File: src/rtl/imm_gen_pipe_if.sv
// Handshaked request/result bundle for the registered immediate generator.
// The slave modport is the generator side; master is the decode stage driving it.
interface imm_gen_pipe_if #(
   parameter int XLEN = 64
) ();
   logic            in_valid;
   logic            in_ready;
   logic [31:0]     in_instr;
   logic [2:0]      in_sel;
   logic            out_valid;
   logic            out_ready;
   logic [XLEN-1:0] out_imm;
   logic [2:0]      out_fmt;
   logic            out_noimm;

   modport master (
      output in_valid, in_instr, in_sel, out_ready,
      input  in_ready, out_valid, out_imm, out_fmt, out_noimm
   );

   modport slave (
      input  in_valid, in_instr, in_sel, out_ready,
      output in_ready, out_valid, out_imm, out_fmt, out_noimm
   );
endinterface

File: src/rtl/imm_gen_pipe.sv
// RV64IM immediate generator: format select/decode, sign/zero extension to XLEN,
// result held in a 2-entry skid buffer (or a single register when SKID=0).
module imm_gen_pipe #(
   parameter int XLEN        = 64,
   parameter int AUTO_DECODE = 1,
   parameter int SKID        = 1
) (
   input  logic          i_clk,
   input  logic          i_rst,
   imm_gen_pipe_if.slave io_bus
);

   localparam logic [2:0] FMT_NONE  = 3'd0;
   localparam logic [2:0] FMT_I     = 3'd1;
   localparam logic [2:0] FMT_U     = 3'd2;
   localparam logic [2:0] FMT_S     = 3'd3;
   localparam logic [2:0] FMT_B     = 3'd4;
   localparam logic [2:0] FMT_J     = 3'd5;
   localparam logic [2:0] FMT_SHAMT = 3'd6;
   localparam logic [2:0] FMT_ZIMM  = 3'd7;

   typedef enum logic [1:0] {ST_EMPTY, ST_ONE, ST_TWO} state_t;

   function automatic logic [2:0] f_auto_fmt(input logic [31:0] instr);
      logic [2:0] f3;
      f3 = instr[14:12];
      case (instr[6:0])
         7'b0010011, 7'b0011011:
            f_auto_fmt = (f3 == 3'b001 || f3 == 3'b101) ? FMT_SHAMT : FMT_I;
         7'b0000011, 7'b1100111: f_auto_fmt = FMT_I;
         7'b0110111, 7'b0010111: f_auto_fmt = FMT_U;
         7'b0100011:             f_auto_fmt = FMT_S;
         7'b1100011:             f_auto_fmt = FMT_B;
         7'b1101111:             f_auto_fmt = FMT_J;
         7'b1110011:             f_auto_fmt = f3[2] ? FMT_ZIMM : FMT_I;
         default:                f_auto_fmt = FMT_NONE;
      endcase
   endfunction

   // Sized casts of signed operands sign-extend, so one expression serves XLEN 32 and 64.
   function automatic logic [XLEN-1:0] f_imm(input logic [31:0] i, input logic [2:0] fmt,
                                             input logic wide);
      case (fmt)
         FMT_I:     f_imm = XLEN'($signed(i[31:20]));
         FMT_S:     f_imm = XLEN'($signed({i[31:25], i[11:7]}));
         FMT_B:     f_imm = XLEN'($signed({i[31], i[7], i[30:25], i[11:8], 1'b0}));
         FMT_U:     f_imm = XLEN'($signed({i[31:12], 12'b0}));
         FMT_J:     f_imm = XLEN'($signed({i[31], i[19:12], i[20], i[30:21], 1'b0}));
         FMT_SHAMT: f_imm = wide ? XLEN'(i[25:20]) : XLEN'(i[24:20]);
         FMT_ZIMM:  f_imm = XLEN'(i[19:15]);
         default:   f_imm = '0;
      endcase
   endfunction

   logic [2:0]      w_fmt;
   logic            w_wide;
   logic [XLEN-1:0] w_imm;
   logic            w_noimm;
   logic            w_in_ready;
   logic            w_accept;
   logic            w_drain;
   logic            w_load_new;
   logic            w_load_tail;
   logic            w_promote;
   state_t          w_nxt_state;

   state_t          r_state;
   logic            r_in_ready;
   logic [XLEN-1:0] r_head_imm;
   logic [2:0]      r_head_fmt;
   logic            r_head_noimm;
   logic [XLEN-1:0] r_tail_imm;
   logic [2:0]      r_tail_fmt;
   logic            r_tail_noimm;

   // The 6-bit shamt applies only to the 64-bit non-W shift opcode (or any explicit SHAMT at XLEN=64).
   always_comb begin
      w_fmt   = (AUTO_DECODE != 0) ? f_auto_fmt(io_bus.in_instr) : io_bus.in_sel;
      w_wide  = (XLEN == 64) &&
                ((AUTO_DECODE == 0) || (io_bus.in_instr[6:0] == 7'b0010011));
      w_imm   = f_imm(io_bus.in_instr, w_fmt, w_wide);
      w_noimm = (w_fmt == FMT_NONE);
   end

   assign w_in_ready = (SKID != 0) ? r_in_ready
                                   : (!i_rst && (r_state != ST_ONE || io_bus.out_ready));
   assign w_accept   = io_bus.in_valid && w_in_ready;
   assign w_drain    = (r_state != ST_EMPTY) && io_bus.out_ready;

   always_comb begin
      w_nxt_state = r_state;
      w_load_new  = 1'b0;
      w_load_tail = 1'b0;
      w_promote   = 1'b0;
      case (r_state)
         ST_EMPTY: begin
            if (w_accept) begin
               w_nxt_state = ST_ONE;
               w_load_new  = 1'b1;
            end
         end
         ST_ONE: begin
            if (w_accept && w_drain) begin
               w_load_new = 1'b1;
            end else if (w_accept && (SKID != 0)) begin
               w_nxt_state = ST_TWO;
               w_load_tail = 1'b1;
            end else if (w_drain) begin
               w_nxt_state = ST_EMPTY;
            end
         end
         ST_TWO: begin
            if (w_drain) begin
               w_nxt_state = ST_ONE;
               w_promote   = 1'b1;
            end
         end
         default: w_nxt_state = ST_EMPTY;
      endcase
   end

   always_ff @(posedge i_clk) begin
      if (i_rst) begin
         r_state    <= ST_EMPTY;
         r_in_ready <= 1'b0;
      end else begin
         r_state    <= w_nxt_state;
         r_in_ready <= (w_nxt_state != ST_TWO);
      end
   end

   always_ff @(posedge i_clk) begin
      if (i_rst) begin
         r_head_imm   <= '0;
         r_head_fmt   <= FMT_NONE;
         r_head_noimm <= 1'b0;
      end else if (w_load_new) begin
         r_head_imm   <= w_imm;
         r_head_fmt   <= w_fmt;
         r_head_noimm <= w_noimm;
      end else if (w_promote) begin
         r_head_imm   <= r_tail_imm;
         r_head_fmt   <= r_tail_fmt;
         r_head_noimm <= r_tail_noimm;
      end
   end

   always_ff @(posedge i_clk) begin
      if (w_load_tail) begin
         r_tail_imm   <= w_imm;
         r_tail_fmt   <= w_fmt;
         r_tail_noimm <= w_noimm;
      end
   end

   assign io_bus.in_ready  = w_in_ready;
   assign io_bus.out_valid = (r_state != ST_EMPTY);
   assign io_bus.out_imm   = r_head_imm;
   assign io_bus.out_fmt   = r_head_fmt;
   assign io_bus.out_noimm = r_head_noimm;

endmodule

File: src/flat_wrapper.sv
// flat-port wrapper written by rule: the top's interface ports become plain ports
module imm_gen_pipe_flat 
#(
   parameter int XLEN        = 64,
   parameter int AUTO_DECODE = 1,
   parameter int SKID        = 1
)
  (i_clk, i_rst, io_bus_in_valid, io_bus_in_instr, io_bus_in_sel, io_bus_out_ready, io_bus_in_ready, io_bus_out_valid, io_bus_out_imm, io_bus_out_fmt, io_bus_out_noimm);
  imm_gen_pipe_if #(.XLEN(XLEN)) io_bus_i ();
  input  logic i_clk;
  input  logic i_rst;
  input wire logic [$bits(io_bus_i.in_valid)-1:0] io_bus_in_valid;
  input wire logic [$bits(io_bus_i.in_instr)-1:0] io_bus_in_instr;
  input wire logic [$bits(io_bus_i.in_sel)-1:0] io_bus_in_sel;
  input wire logic [$bits(io_bus_i.out_ready)-1:0] io_bus_out_ready;
  output wire logic [$bits(io_bus_i.in_ready)-1:0] io_bus_in_ready;
  output wire logic [$bits(io_bus_i.out_valid)-1:0] io_bus_out_valid;
  output wire logic [$bits(io_bus_i.out_imm)-1:0] io_bus_out_imm;
  output wire logic [$bits(io_bus_i.out_fmt)-1:0] io_bus_out_fmt;
  output wire logic [$bits(io_bus_i.out_noimm)-1:0] io_bus_out_noimm;
  assign io_bus_i.in_valid = io_bus_in_valid;
  assign io_bus_i.in_instr = io_bus_in_instr;
  assign io_bus_i.in_sel = io_bus_in_sel;
  assign io_bus_i.out_ready = io_bus_out_ready;
  assign io_bus_in_ready = io_bus_i.in_ready;
  assign io_bus_out_valid = io_bus_i.out_valid;
  assign io_bus_out_imm = io_bus_i.out_imm;
  assign io_bus_out_fmt = io_bus_i.out_fmt;
  assign io_bus_out_noimm = io_bus_i.out_noimm;
  imm_gen_pipe #(.XLEN(XLEN), .AUTO_DECODE(AUTO_DECODE), .SKID(SKID)) u_core (.i_clk(i_clk), .i_rst(i_rst), .io_bus(io_bus_i));
endmodule
File: config.mk
export PLATFORM = sky130hd
export DESIGN_NAME = imm_gen_pipe_flat
export DESIGN_NICKNAME = d
export VERILOG_FILES = /design/src/rtl/imm_gen_pipe_if.sv /design/src/rtl/imm_gen_pipe.sv /design/src/flat_wrapper.sv
export SDC_FILE = /design/constraint.sdc
export NUM_CORES = 1
export LEC_CHECK = 0
export ABC_AREA = 1
export CORE_MARGIN = 4
export CORE_UTILIZATION = 53
export CTS_CLUSTER_DIAMETER = 200
export DETAILED_ROUTE_END_ITERATION = 8
export PLACE_DENSITY = 0.92
export SETUP_SLACK_MARGIN = 0.5
export SYNTH_ARGS = -nofsm -noshare
export SYNTH_HDL_FRONTEND = slang
export SYNTH_SLANG_ARGS = --single-unit
File: constraint.sdc
create_clock -name i_clk -period 4.8 [get_ports i_clk]
set_clock_uncertainty 0.05 [all_clocks]
set_input_delay 0.96 -clock i_clk [delete_from_list [all_inputs] [get_ports i_clk]]
set_output_delay 0.96 -clock i_clk [all_outputs]
set_load 0.005 [all_outputs]
==> flow_metrics.env, run 1 <==
export IMPL_grt_pass1_vias=3407
export IMPL_synth_edff_count=36
export IMPL_ys_types=32
export IMPL_grt_max_degree=37
export IMPL_clock_sinks=75
export IMPL_synth_common_cells="147 x nand2_1, 63 x inv_1, 39 x dfxtp_1"
export IMPL_core_um2=7410
export IMPL_pre_cts_slack_ns=1.45
export IMPL_wl_per_cell_um=15.2
export IMPL_ios=109
export IMPL_grt_usage=0.233
export IMPL_ant_nets=0
export IMPL_cap_violations=0
export IMPL_drc=0
export IMPL_n_antenna_cell=0
export IMPL_vdd_drop_max_uv=198
export IMPL_crit_arrival_ns=3.06
export IMPL_postCtsHoldBufs=0
export IMPL_yosys_area_top_type_share=0.262
export IMPL_crit_type="primary input to flip-flop"
export IMPL_drt_wl_total_um=10200
export IMPL_vias_per_cell=5.26
export IMPL_synthFlopType="dfxtp_1"
export IMPL_setup_viol=0
export IMPL_first_iter_violations=281
export IMPL_crit_fanout=15
export IMPL_cp_slowest_cell="inv_1"
export IMPL_finalWorstSetupSlack_ns=1.80
export IMPL_clockBufferDepth=2
export IMPL_clk_latency_ns=0.36
export IMPL_critPathLaunchType="primary input"
export IMPL_synthTopCellsByArea="edfxtp_1 26%, dfxtp_1 19%, nand2_1 13%"
export IMPL_tns_ns=0
export IMPL_power_density_nw_per_um2=270
export IMPL_yosys_warnings=0
export IMPL_status="complete, no violations"
export IMPL_cpPeakStageDelay_ns=0.66
export IMPL_syn_area_per_cell_um2=8.29
export IMPL_dpl_hpwl_um=7160
export IMPL_mappedNetlistNets=537
export IMPL_critPathRequiredTime_ns=4.86
export IMPL_cts_resized=0
export IMPL_mappedNetlistArea_um2=4130
export IMPL_die_w_um=96.2
export IMPL_rsz0062_at_grt="no"
export IMPL_root_buffer="clkbuf_8"
export IMPL_gp_congestion=0.919
export IMPL_path_delay_family="buffers and inverters"
export IMPL_drv_slew=0
export IMPL_via_count=3542
export IMPL_hold_viol=0
export IMPL_path_common_cell="nand2_1"
export IMPL_htreeDepth=3
export IMPL_async_flop_share=0
export IMPL_area_delta_synth_final_pct=25.6
export IMPL_postCtsSetupRepairBufs=0
export IMPL_portBuffers=105
export IMPL_synth_top_area_cell="edfxtp_1"
export IMPL_fin_crit_ns=3.00
export IMPL_ys_seq_area_frac=0.451
export IMPL_ys_ff_latch=75
export IMPL_p_leak_uw=0.00226
export IMPL_hp_class="flip-flop to flip-flop"
export IMPL_grt_pass1_wl_um=16500
export IMPL_path_clk_slew_ns=0.08
export IMPL_end_kind="flip-flop"
export IMPL_final_layout_size_suffix_gt1_frac=0.125
export IMPL_dieArea_um2=9260
export IMPL_fmax_ghz=0.333
export IMPL_dr_pass1_iters=6
export IMPL_max_slew_margin_rel=0.355
export IMPL_start_util=0.557
export IMPL_design_power_total_uw=1400
export IMPL_antenna_found_initial=0
export IMPL_cts_buffers=9
export IMPL_period_share=0.626
export IMPL_synthCells=498
export IMPL_crit_chain="clkdlybuf4s50_1, inv_2, nand2_1, nor2_2, nand2_1, a21oi_1, inv_1, nand2_1, inv_2, nand2_1"
export IMPL_crit_buf_inv=4
export IMPL_grt_ovfl_total=0
export IMPL_tightest_slew_ns=0.965
export IMPL_nNetsFinal=608
export IMPL_cts_tree="done"
export IMPL_die_h_um=96.2
export IMPL_yosysMostFrequentCell="nand2_1"
export IMPL_row_count=31
-- layout by cell type, fill, tap and decap left out, types with 2 or more instances in the layout --
cell             count
nand3_4             10
nand2_2             16
buf_4                5
inv_2                3
nor2_1              21
inv_1               63
dfxtp_1             39
nand2_1            147
clkinv_4             2
o211ai_1             3
a21oi_1             17
o21ai_0             15
clkbuf_8            10
nor3_1               3
clkdlybuf4s50_1    105
nand3_1             24
edfxtp_1            36
clkinv_2             2
nor2_2               4
a31oi_1             12
a22o_1              11
nand4_1              3
nor2_4               3
a21oi_2             11
-- worst reg2reg max path, stage by stage (launching register included) --
cell	delay [ns]
dfxtp_1	0.43
inv_1	0.09
nand2_1	0.10
inv_1	0.06
o21ai_0	0.14
nand2_1	0.07
buf_4	0.24
inv_1	0.38
buf_12	0.24
nand2_1	0.09
o211ai_1	0.10
a21oi_1	0.09
-- stage by stage --
stage	util	hold slack, ns	cells	cell area [um2]
floorplan	-	0.411	498	4130
global placement	0.672	0.417	657	4980
detailed placement	0.672	0.411	657	4980
CTS	0.700	0.431	673	5180
global route	0.700	0.460	673	5180
finish	0.700	0.438	673	5180
-- logic make-up (layout without fill, tap and decap cells) --
group | count (synthesis) | count (layout) | synth area share
and+or+nand+nor | 234 | 234 | 0.284
AOI/OAI and AO/OA | 71 | 71 | 0.113
buffers and inverters | 118 | 194 | 0.153
DFF | 75 | 75 | 0.451
-- final cells by class --
type	count	area, um2
clock buffers	10	138
repair buffers	111	1110
clock inverters	6	65.1
inverters	67	251
multi-input cells	305	1640
flip-flops and latches	75	1860
fillers	546	2220
well taps	99	124
-- registers in the layout, summed over array words and instances (netlist names) --
signal,flops
u_core.io_bus.in_ready,1
u_core.io_bus.out_fmt,3
u_core.io_bus.out_imm,32
u_core.io_bus.out_noimm,1
u_core.r_state,2
u_core.r_tail_fmt,3
u_core.r_tail_imm,32
u_core.r_tail_noimm,1
-- power by group --
part / total, uW / switching (uW) / internal, uW
Sequential: 695 / 12.6 / 682
Clock: 500 / 246 / 254
Combinational: 208 / 98.9 / 109
Total: 1400 / 357 / 1040
-- per-layer routing --
metal  track usage  vias up  wire, um
met4        0.0900        0       238
met3        0.0532       21       936
li1              -     1709         -
met2         0.366      195      4840
met5             0        -         0
met1         0.313     1617      4220
-- worst paths after layout --
path / from / endpoint / slack (ns) / cells after the start
worst min register to register: u_core.io_bus.out_fmt[1] / u_core.io_bus.out_fmt[1] / 0.44 / 2
worst max-delay path: io_bus_in_instr[2] / u_core.r_tail_imm[14] / 1.80 / 10
worst min-delay path: u_core.io_bus.out_fmt[1] / u_core.io_bus.out_fmt[1] / 0.44 / 2
worst max register to register: u_core.r_state[0] / u_core.io_bus.out_fmt[1] / 2.56 / 11
(Power assumes the default switching activity.)
==> run 2: changes to the inputs <==
CORE_UTILIZATION = 44   (was 53)
PLACE_DENSITY = 0.82   (was 0.92)
clock period = 2.7 ns   (was 4.8 ns; I/O delays follow)
==> run 2 against run 1 <==
  * Worst setup slack worse by 1.2 ns
  * Global-route usage down 5.3 points
  * Via count down 2.0%
  * Register-to-register slack worse by 1.7 ns
  * Core utilization down 12 points
  * Clock-buffer cell count up 3
  * Sequential share of layout area down 1.2 points
  * Non-clock buffer count up 11
  * Largest cell class unchanged
  * Clock power up 57%
  * Critical path depth up 1
  * Critical endpoint is now u_core.r_tail_imm[62]
  * Sequential power up 77%
  * Critical path type unchanged
  * Total power up 72%
==> flow_metrics.env, run 2 (synthesis results as in run 1) <==
export IMPL_status="complete, no violations"
export IMPL_multi_input_area_um2=1680
export IMPL_fmax_ghz=0.478
export IMPL_cp_slowest_cell="clkdlybuf4s50_1"
export IMPL_gp_congestion=0.934
export IMPL_grt_usage=0.181
export IMPL_via_count=3472
export IMPL_path_clk_slew_ns=0.08
export IMPL_tns_ns=0
export IMPL_nNetsFinal=619
export IMPL_die_w_um=105
export IMPL_grt_pass1_wl_um=16200
export IMPL_vdd_drop_max_uv=203
export IMPL_die_h_um=105
export IMPL_portBuffers=105
export IMPL_ios=109
export IMPL_start_util=0.449
export IMPL_dieArea_um2=11000
export IMPL_power_density_nw_per_um2=448
export IMPL_n_antenna_cell=0
export IMPL_vias_per_cell=4.99
export IMPL_path_delay_family="simple AND/OR/NAND/NOR gates"
export IMPL_cpPeakStageDelay_ns=0.49
export IMPL_hp_class="flip-flop to flip-flop"
export IMPL_dpl_hpwl_um=7340
export IMPL_hold_viol=0
export IMPL_area_delta_synth_final_pct=30.0
export IMPL_crit_fanout=8
export IMPL_wl_per_cell_um=14.7
export IMPL_critPathLaunchType="primary input"
export IMPL_crit_buf_inv=4
export IMPL_grt_ovfl_total=0
export IMPL_grt_max_degree=40
export IMPL_cts_buffers=9
export IMPL_critPathRequiredTime_ns=2.75
export IMPL_p_leak_uw=0.00238
export IMPL_crit_type="primary input to flip-flop"
export IMPL_first_iter_violations=250
export IMPL_antenna_found_initial=0
export IMPL_grt_pass1_vias=3290
export IMPL_worstSetupStartpoint="io_bus_in_instr[12]"
export IMPL_regArea_um2=1860
export IMPL_fin_crit_ns=2.09
export IMPL_ant_nets=0
export IMPL_max_slew_margin_rel=0.656
export IMPL_root_buffer="clkbuf_8"
export IMPL_cts_tree="done"
export IMPL_layout_common_cells="146 x nand2_1, 98 x clkdlybuf4s50_1, 61 x inv_1"
export IMPL_final_common_cell="nand2_1"
export IMPL_period_share=0.775
export IMPL_clock_sinks=75
export IMPL_fillCellCount=800
export IMPL_rsz0062_at_grt="yes"
export IMPL_final_layout_size_suffix_gt1_frac=0.147
export IMPL_crit_chain="clkdlybuf4s50_1, inv_1, nor2_4, nor2_1, nor2_1, buf_4, nand2_8, nand4_4, nand2_1, nor2_1, inv_1"
export IMPL_htreeDepth=3
export IMPL_crit_arrival_ns=2.14
export IMPL_setup_viol=0
export IMPL_clockBufferDepth=2
export IMPL_core_um2=9200
export IMPL_end_kind="flip-flop"
export IMPL_drt_wl_total_um=10200
export IMPL_path_common_cell="nor2_1"
export IMPL_hp_start="u_core.io_bus.out_fmt[2]"
export IMPL_row_count=35
export IMPL_design_power_total_uw=2400
export IMPL_cap_violations=0
export IMPL_tightest_slew_ns=0.515
export IMPL_drc=0
export IMPL_clk_latency_ns=0.34
export IMPL_drv_slew=0
export IMPL_dr_pass1_iters=5
export IMPL_rr_startpoint="u_core.r_state[0]"
export IMPL_fin_util=0.583
## run 2: cell types whose count changed in the layout (fill, tap and decap cells not counted), moves of 2 or more
cell	delta
inv_4	+2
clkbuf_16	+2
nor2_2	-3
buf_12	+2
clkbuf_1	+3
dlymetal6s2s_1	+6
inv_1	-2
buf_4	+7
nor2_1	-2
nor2_4	+5
clkdlybuf4s50_1	-7
## run 2: layout make-up
type | instances | share of cell area
clock buffer | 13 | 0.0299
clock inverter | 3 | 0.00373
inverter | 67 | 0.0474
multi-input combinational | 305 | 0.313
sequential | 75 | 0.347
tap | 111 | 0.0259
timing repair buffer | 122 | 0.233
## run 2: worst paths after layout
path | slack (ns) | cells past startpoint | endpoint
worst max-delay path | 0.61 | 11 | u_core.r_tail_imm[62]
worst min-delay path | 0.42 | 2 | u_core.io_bus.out_fmt[2]
worst max register to register | 0.89 | 10 | u_core.io_bus.out_imm[5]
worst min register to register | 0.42 | 2 | u_core.io_bus.out_fmt[2]
## run 2: what timing repair did
| action | CTS | global route |
|---|---|---|
| endpoints found under the setup margin | 7 | 56 |
| gates resized for setup | 2 | 20 |
| gates cloned | 0 | 1 |
| hold buffers | 0 | 0 |
| setup buffers | 0 | 2 |
| pin swaps | 1 | 7 |
## run 2: worst reg2reg max path, stage by stage (launching register included)
cell and delay [ns]:
dfxtp_1 0.41, inv_1 0.08, nand2_1 0.09, inv_1 0.05, o21ai_0 0.14, nand2_1 0.13
nand2_1 0.13, inv_1 0.22, a22o_1 0.25, inv_1 0.05, a21oi_1 0.06
## run 2: power breakdown
group	switching, uW	total (uW)	internal [uW]
Sequential	13.8	1230	1210
Combinational	189	391	202
Clock	395	787	392
## run 2: metrics by stage
| stage | worst slack [ns] | instance area (um2) | std cells | hold slack [ns] |
|---|---|---|---|---|
| 2_1_floorplan | 0.799 | 4130 | 498 | 0.411 |
| 6_report | 0.608 | 5360 | 696 | 0.416 |
| 3_3_place_gp | 0.140 | 5080 | 677 | 0.417 |
| 3_5_place_dp | 0.0845 | 5080 | 677 | 0.406 |
| 4_1_cts | 0.504 | 5270 | 693 | 0.419 |
| 5_1_grt | 0.476 | 5360 | 696 | 0.448 |
## run 2: metal layers
metal / share of wire / up-vias / GRT usage
met2: 0.49 / 144 / 0.299
li1: - / 1732 / -
met4: 0.026 / 0 / 0.0722
met3: 0.055 / 22 / 0.0321
met5: 0 / - / 0
met1: 0.43 / 1574 / 0.235
==> run 3: changes to the inputs <==
CORE_UTILIZATION = 49   (was 44)
PLACE_DENSITY = 0.87   (was 0.82)
clock period = 2.15 ns   (was 2.7 ns; I/O delays follow)
==> run 3 against run 2 <==
  * Hold slack worse by 0.018 ns
  * Register-to-register slack got worse by 0.34 ns
  * Final area grew 9.1%
  * Sequential power grew 25%
  * Worst setup slack worse by 0.12 ns
  * Final cell count rose by 5.6%
==> flow_metrics.env, run 3 (synthesis results as in run 1) <==
export IMPL_crit_fanout=6
export IMPL_critPathRequiredTime_ns=2.40
export IMPL_rr_worst_depth=10
export IMPL_tightest_slew_ns=0.396
export IMPL_fin_crit_ns=1.66
export IMPL_ant_nets=0
export IMPL_via_count=3947
export IMPL_fin_hold_ws_ns=0.398
export IMPL_core_um2=8220
export IMPL_critPathLaunchType="primary input"
export IMPL_drt_wl_total_um=12700
export IMPL_row_count=33
export IMPL_fillCellCount=580
export IMPL_cap_violations=0
export IMPL_fmax_ghz=0.601
export IMPL_pre_cts_slack_ns=-0.287
export IMPL_area_delta_synth_final_pct=41.7
export IMPL_multi_input_area_um2=1890
export IMPL_htreeDepth=3
export IMPL_dp_cells=694
export IMPL_dr_pass1_iters=5
export IMPL_final_cells=735
export IMPL_max_slew_margin_rel=0.733
export IMPL_hold_viol=0
export IMPL_drc=0
export IMPL_grt_pass1_vias=3833
export IMPL_holdPathEnd="u_core.r_tail_imm[13]"
export IMPL_hold_path_depth=3
export IMPL_crit_chain="buf_8, inv_6, nand2_4, nor2_4, nand2_1, nand2_2, nor2_4, nand2_8, nand4_4, buf_6, nand2_8, clkinvlp_4, nand3_2, nand2_1, inv_1"
export IMPL_die_h_um=99.8
export IMPL_root_buffer="clkbuf_8"
export IMPL_crit_type="primary input to flip-flop"
export IMPL_postCtsHoldBufs=0
export IMPL_grt_ovfl_total=0
export IMPL_dieArea_um2=9950
export IMPL_vdd_drop_max_uv=396
export IMPL_clk_latency_ns=0.35
export IMPL_grt_usage=0.237
export IMPL_setup_viol=0
export IMPL_clock_sinks=75
export IMPL_rr_startpoint="u_core.r_state[0]"
export IMPL_layout_common_cells="129 x nand2_1, 51 x inv_1, 46 x buf_4"
export IMPL_grt_pass1_wl_um=18800
export IMPL_rsz0062_at_grt="yes"
export IMPL_dpl_hpwl_um=7730
export IMPL_clockBufferDepth=2
export IMPL_start_util=0.502
export IMPL_path_clk_slew_ns=0.08
export IMPL_power_density_nw_per_um2=563
export IMPL_crit_cells=15
export IMPL_crit_buf_inv=5
export IMPL_worst_r2r_endpoint="u_core.io_bus.out_imm[0]"
export IMPL_p_leak_uw=0.00285
export IMPL_gp_congestion=0.913
export IMPL_r2r_setup_slack_ns=0.55
export IMPL_hp_class="primary input to flip-flop"
export IMPL_end_kind="flip-flop"
export IMPL_cpPeakStageDelay_ns=0.24
export IMPL_finalWorstSetupSlack_ns=0.486
export IMPL_vias_per_cell=5.37
export IMPL_hp_start="io_bus_in_instr[13]"
export IMPL_status="complete, no violations"
export IMPL_wl_per_cell_um=17.3
export IMPL_n_antenna_cell=0
export IMPL_final_common_cell="nand2_1"
export IMPL_drv_slew=0
export IMPL_path_delay_family="simple AND/OR/NAND/NOR gates"
export IMPL_ios=109
export IMPL_die_w_um=99.8
export IMPL_antenna_found_initial=0
export IMPL_grt_max_degree=40
export IMPL_first_iter_violations=335
export IMPL_regArea_um2=1880
export IMPL_cp_slowest_cell="nor2_4"
export IMPL_cts_buffers=9
export IMPL_cts_tree="done"
export IMPL_crit_arrival_ns=1.92
export IMPL_final_layout_size_suffix_gt1_frac=0.379
export IMPL_portBuffers=105
export IMPL_nNetsFinal=664
export IMPL_period_share=0.774
## run 3: routing by layer
layer / wire length (um) / part of all wire / GRT usage / vias up
met5: 0 / 0 / 0 / -
met4: 459 / 0.036 / 0.109 / 0
met3: 933 / 0.073 / 0.0344 / 41
met2: 6480 / 0.51 / 0.415 / 222
met1: 4830 / 0.38 / 0.286 / 1848
li1: - / - / - / 1836
## run 3: worst reg2reg max path, cell delays in order, from the launching register on
cell and delay (ns):
dfxtp_2 0.35, inv_2 0.05, nand2_2 0.07, inv_1 0.07, o21ai_2 0.14, nand2_2 0.10, nand2_4 0.11, clkinvlp_4 0.18
a22o_1 0.22, inv_1 0.06, a21oi_1 0.07
## run 3: area by class of cell
| type | count | area share |
|---|---|---|
| multi-input cells | 305 | 0.323 |
| repair inverters | 2 | 0.00257 |
| repair buffers | 165 | 0.245 |
| well taps | 105 | 0.0225 |
| inverters | 67 | 0.0469 |
| clock buffers | 11 | 0.0278 |
| flip-flops and latches | 75 | 0.322 |
| clock inverters | 5 | 0.00963 |
## run 3: worst max-delay path by stage
stage | from | end | slack, ns
after CTS | io_bus_in_valid | u_core.io_bus.out_imm[10] | 0.50
final | io_bus_in_instr[3] | u_core.io_bus.out_imm[12] | 0.49
after global placement | io_bus_in_instr[2] | u_core.r_tail_imm[30] | -0.25
after detailed placement | io_bus_in_instr[2] | u_core.r_tail_imm[27] | -0.29
after global routing | io_bus_in_instr[2] | u_core.io_bus.out_imm[12] | 0.39
after floorplan | io_bus_in_instr[4] | u_core.io_bus.out_imm[26] | 0.50
## run 3: timing repair
item,4_1_cts,5_1_grt
resized for setup,198,84
gates cloned,5,0
setup endpoints to repair,142,117
pin swaps,18,33
buffers inserted,16,4
endpoints found under the hold margin,0,0
## run 3: through the flow
step | utilization | TNS (ns) | area (um2) | power [uW]
2_1_floorplan | - | 0 | 4190 | 1840
6_report | 0.712 | 0 | 5850 | 3300
3_5_place_dp | 0.648 | -11.35 | 5330 | 2090
5_1_grt | 0.712 | 0 | 5850 | 3390
3_3_place_gp | 0.648 | -8.93 | 5330 | 2070
4_1_cts | 0.708 | 0 | 5810 | 3260
## run 3: where the power goes
| group | internal [uW] | switching, uW |
|---|---|---|
| clock network | 640 | 559 |
| logic | 259 | 295 |
| registers | 1520 | 17.8 |
